===== src/rtl/ram_port_arbiter.sv =====
// Two-requester round-robin arbiter in front of a single-port synchronous RAM.
// Each access takes three cycles (IDLE arbitration, ACCESS, RESP), so the RAM
// serves at most one request every three cycles. Out-of-range word addresses
// never reach the RAM and raise a one-cycle addr_err alongside the ready strobe.
module ram_port_arbiter #(
    parameter int RAM_AW    = 10,
    parameter int RAM_WORDS = 1024
) (
    input  logic              clk,
    input  logic              resetn,
    // requester 0 (CPU)
    input  logic              m0_valid,
    input  logic [31:0]       m0_addr,
    input  logic [31:0]       m0_wdata,
    input  logic [3:0]        m0_wstrb,
    output logic              m0_ready,
    output logic [31:0]       m0_rdata,
    // requester 1 (loader / debug)
    input  logic              m1_valid,
    input  logic [31:0]       m1_addr,
    input  logic [31:0]       m1_wdata,
    input  logic [3:0]        m1_wstrb,
    output logic              m1_ready,
    output logic [31:0]       m1_rdata,
    // RAM side
    output logic              ram_en,
    output logic [3:0]        ram_we,
    output logic [RAM_AW-1:0] ram_addr,
    output logic [31:0]       ram_wdata,
    input  logic [31:0]       ram_rdata,
    // status
    output logic              grant,
    output logic              addr_err
);

    typedef enum logic [1:0] {
        IDLE   = 2'd0,
        ACCESS = 2'd1,
        RESP   = 2'd2
    } state_t;

    // Comparing the full byte address against the byte limit is the same test
    // as addr[31:2] < RAM_WORDS, and the 33-bit width avoids overflow.
    localparam logic [32:0] BYTE_LIMIT = 33'(RAM_WORDS) << 2;

    state_t            state_q, state_d;
    logic              last_grant_q, last_grant_d;
    logic              grant_q, grant_d;
    logic [RAM_AW-1:0] addr_q, addr_d;
    logic [31:0]       wdata_q, wdata_d;
    logic [3:0]        wstrb_q, wstrb_d;
    logic              in_range_q, in_range_d;

    logic              pick;
    logic [31:0]       sel_addr;
    logic [31:0]       sel_wdata;
    logic [3:0]        sel_wstrb;
    logic [31:0]       resp_data;

    // Winner selection: a lone requester wins, a tie goes to the one not served last.
    always_comb begin
        pick      = (m0_valid && m1_valid) ? ~last_grant_q : m1_valid;
        sel_addr  = pick ? m1_addr  : m0_addr;
        sel_wdata = pick ? m1_wdata : m0_wdata;
        sel_wstrb = pick ? m1_wstrb : m0_wstrb;
    end

    // Next-state logic; request fields are latched only when leaving IDLE.
    always_comb begin
        state_d      = state_q;
        last_grant_d = last_grant_q;
        grant_d      = grant_q;
        addr_d       = addr_q;
        wdata_d      = wdata_q;
        wstrb_d      = wstrb_q;
        in_range_d   = in_range_q;
        case (state_q)
            IDLE: begin
                if (m0_valid || m1_valid) begin
                    grant_d      = pick;
                    last_grant_d = pick;
                    addr_d       = sel_addr[RAM_AW+1:2];
                    wdata_d      = sel_wdata;
                    wstrb_d      = sel_wstrb;
                    in_range_d   = ({1'b0, sel_addr} < BYTE_LIMIT);
                    state_d      = ACCESS;
                end
            end
            ACCESS:  state_d = RESP;
            RESP:    state_d = IDLE;
            default: state_d = IDLE;
        endcase
    end

    // State and request latches; last_grant resets to 1 so m0 wins the first tie.
    always_ff @(posedge clk or negedge resetn) begin
        if (!resetn) begin
            state_q      <= IDLE;
            last_grant_q <= 1'b1;
            grant_q      <= 1'b0;
            addr_q       <= '0;
            wdata_q      <= '0;
            wstrb_q      <= '0;
            in_range_q   <= 1'b0;
        end else begin
            state_q      <= state_d;
            last_grant_q <= last_grant_d;
            grant_q      <= grant_d;
            addr_q       <= addr_d;
            wdata_q      <= wdata_d;
            wstrb_q      <= wstrb_d;
            in_range_q   <= in_range_d;
        end
    end

    // Output decode: RAM strobes in ACCESS, ready/rdata/addr_err in RESP.
    always_comb begin
        ram_en    = 1'b0;
        ram_we    = 4'b0000;
        ram_addr  = addr_q;
        ram_wdata = wdata_q;
        m0_ready  = 1'b0;
        m1_ready  = 1'b0;
        m0_rdata  = 32'h0;
        m1_rdata  = 32'h0;
        addr_err  = 1'b0;
        grant     = grant_q;
        resp_data = (in_range_q && (wstrb_q == 4'b0000)) ? ram_rdata : 32'h0;
        if ((state_q == ACCESS) && in_range_q) begin
            ram_en = 1'b1;
            ram_we = wstrb_q;
        end
        if (state_q == RESP) begin
            addr_err = ~in_range_q;
            if (grant_q) begin
                m1_ready = 1'b1;
                m1_rdata = resp_data;
            end else begin
                m0_ready = 1'b1;
                m0_rdata = resp_data;
            end
        end
    end

endmodule

===== config.mk =====
export PLATFORM = sky130hd
export DESIGN_NAME = ram_port_arbiter
export DESIGN_NICKNAME = d
export VERILOG_FILES = /design/src/rtl/ram_port_arbiter.sv
export SDC_FILE = /design/constraint.sdc
export NUM_CORES = 1
export LEC_CHECK = 0
export ABC_AREA = 0
export BUFFER_PORTS_ARGS = -buffer_cell sky130_fd_sc_hd__buf_2
export CAP_MARGIN = 10
export CORE_AREA = 4 4 110 112
export DETAILED_ROUTE_END_ITERATION = 16
export DIE_AREA = 0 0 114 116
export PLACE_DENSITY = 0.67
export SLEW_MARGIN = 25
export SYNTH_ARGS = -nofsm -noshare
export SYNTH_HDL_FRONTEND = slang
export SYNTH_SLANG_ARGS = --single-unit

===== constraint.sdc =====
create_clock -name clk -period 3.4 [get_ports clk]
set_input_delay 0.17 -clock clk [delete_from_list [all_inputs] [get_ports clk]]
set_output_delay 0.17 -clock clk [all_outputs]
set_load 0.005 [all_outputs]

==> results_dict.tcl <==
set metrics [dict create \
    worstPathArrival_ns 2.17 \
    crit_path_start_kind "flip-flop" \
    cts_tree "done" \
    ys_types 27 \
    vdd_drop_max_uv 247.2 \
    ios 287 \
    clock_skew_ns 0.006223 \
    area_delta_synth_final_pct 57.72 \
    viasPerCell 4.320 \
    synth_edf_count 0 \
    path_class "flip-flop to primary output" \
    grt_usage_pct 14.01 \
    fin_util_pct 40.79 \
    cts_resized 0 \
    crit_required_ns 3.23 \
    cts_buffer_depth 2 \
    grt_max_degree 52 \
    setup_tns_ns 0 \
    fillers 1128 \
    switching_share_pct 36.17 \
    grt_pass1_vias 3078 \
    cp_slowest_cell "and3_1" \
    synth.top_cells.by_count "65 x and2_1, 50 x dfrtp_1, 48 x nand2_1" \
    synth_nets 485 \
    synth_top_area_share_pct 43.10 \
    crit_chain "nor4_1, and3_1, and2_1, buf_2" \
    numCtsBuffers 5 \
    place_congestion 0.8397 \
    drive_above_1_share_pct 50.68 \
    endpoint_kind "primary output" \
    synthTopCellsByArea "dfrtp_1 43%, mux2i_1 16%, and2_1 14%" \
    wl_per_cell_um 13.98 \
    first_pass_iters 4 \
    outcome "finished clean" \
    hp-class "input pin to flip-flop" \
    dieArea_um2 13220 \
    p_comb_share_pct 39.8 \
    insertion_delay_ns 0.28 \
    rsz0062_at_grt "no" \
    min_period_ns 2.335 \
    p_per_area_nw_per_um2 574.1 \
    rows 39 \
    cts_root_buf "clkbuf_16" \
    period_share_pct 68.69 \
    antenna_cells 0 \
    setup_violations 0 \
    fp.coreArea_um2 11220 \
    grt.overflow.total 0 \
    worst-path-max-fanout 32 \
    worst_slew_pin_slew_ns 1.017 \
    syn-instance-count 313 \
    maxCapViolations 0 \
    placement.io_buffers 282 \
    drc 0 \
    start_util_pct 25.86 \
    fmax_ghz 0.4282 \
    power.internal_mw 1.678 \
    max-slew-margin-rel_pct 32.02 \
    pwr-share-clk_pct 19.3 \
    grt_pass1_wl_um 14840 \
    nNetsFinal 756 \
    p_sw_uw 950.7 \
    yosysMostFrequentCell "and2_1" \
    async_flop_share_pct 100.0 \
    dp_hpwl_um 8642 \
    die_x_um 114 \
    synth_area_per_cell_um2 9.274 \
    yosysWarnings 0 \
    cts.sinks 51 \
    worst_path_largest_cell_delay_ns 0.73 \
    clkTransAtPathRegs_ns 0.06 \
    cts_htree_levels 2 \
    pwr-share-seq_pct 40.9 \
    vias 3141 \
    yosysSeqAreaShare_pct 44.01 \
    ant_nets 0 \
    synth_area_leader_cell "dfrtp_1" \
    leakage_nw 2.651 \
    syn_area_um2 2903 \
    drt_wl_total_um 10160 \
    drt_iter0_drc 104 \
    slew_viol_final 0 \
    timing.hold.ws_ns 0.1428 \
    fp.dieH_um 116 \
    finalHoldViolCount 0 \
    ys_ff_latch 51 \
    antenna_found_initial 1 \
    synth_flop_cell "dfrtp_1" \
]
==> state kept, by name, indices dropped and copies added, names as in the netlist <==
signal,count
grant,1
in_range_q,1
last_grant_q,1
ram_addr,10
ram_wdata,32
state_q,2
wstrb_q,4
==> placed cells by master, fill, tap and decap left out, drive strengths merged <==
cell type / count
and2: 65
or4: 3
mux2i: 46
nor4: 9
clkbuf: 6
nand2: 48
a31oi: 1
nand2b: 1
a21boi: 1
dfrtp: 50
inv: 3
o21ai: 47
nand3: 1
nor2: 4
a21oi: 1
and3: 8
dfstp: 1
buf: 284
nor2b: 1
nand4: 2
dlygate4sd3: 1
a21o: 1
==> critical path, delay by kind of cell, from the launching register on <==
kind	cells	cell delay [ns]
buf+inv	1	0.12
simple gates	3	1.37
flops	1	0.39
==> path summary, 6_finish.rpt <==
kind                       slack [ns]         start             to  cells after the start
setup / recovery                 1.06    wstrb_q[2]   m0_rdata[19]                      4
hold / removal                   0.14      m0_valid   last_grant_q                      2
setup reg to reg                 1.42  last_grant_q  ram_wdata[12]                      4
hold reg to reg                  0.47   ram_addr[1]    ram_addr[1]                      2
max in group asynchronous        2.52        resetn     in_range_q                      2
min in group asynchronous        0.45        resetn  ram_wdata[26]                      2
==> per-stage QoR <==
step / setup slack (ns) / std cells / cell area (um2) / total power, mW
5_1_grt: 0.8415 / 727 / 4578 / 2.891
6_report: 1.065 / 727 / 4578 / 2.628
3_3_place_gp: 1.456 / 719 / 4418 / 2.128
2_1_floorplan: 2.049 / 313 / 2903 / 1.646
4_1_cts: 0.9994 / 727 / 4578 / 2.698
3_5_place_dp: 1.314 / 719 / 4420 / 2.170
==> cells by family after synthesis <==
kind of cell | count (synthesis) | synth area share [%]
DFF | 51 | 44.01
buffers and inverters | 23 | 4.440
muxes | 46 | 15.86
AOI/OAI and AO/OA | 51 | 9.138
and+or+nand+nor | 142 | 26.55
==> power by group through the flow <==
| stage | logic, mW | clock network, mW | registers (mW) |
|---|---|---|---|
| final | 1.05 | 0.506 | 1.08 |
| after CTS | 1.08 | 0.537 | 1.08 |
| after floorplan | 0.556 | 0 | 1.09 |
| after global routing | 1.21 | 0.562 | 1.12 |
| after detailed placement | 1.09 | 0 | 1.08 |
| after global placement | 1.05 | 0 | 1.08 |
==> layer usage <==
layer,track usage [%],wire (um),up-vias
met5,0,0,-
li1,-,-,1600
met4,2.375,34,0
met2,27.56,5497,155
met3,3.029,945,2
met1,15.55,3683,1384
==> layout make-up <==
type,count,area (um2),share of cell area (%)
Clock buffer,6,138.9,3.034
Clock inverter,1,8.758,0.1913
Inverter,2,7.507,0.1640
Multi-Input combinational cell,239,1515,33.10
Sequential cell,51,1277,27.90
Tap cell,143,178.9,3.908
Timing Repair Buffer,285,1451,31.70
==> timing repair <==
action                    4_1_cts  5_1_grt
hold endpoints to repair       50        0
setup buffers                   0        0
hold buffers                    1        0
Power figures use the tool's default switching activity.
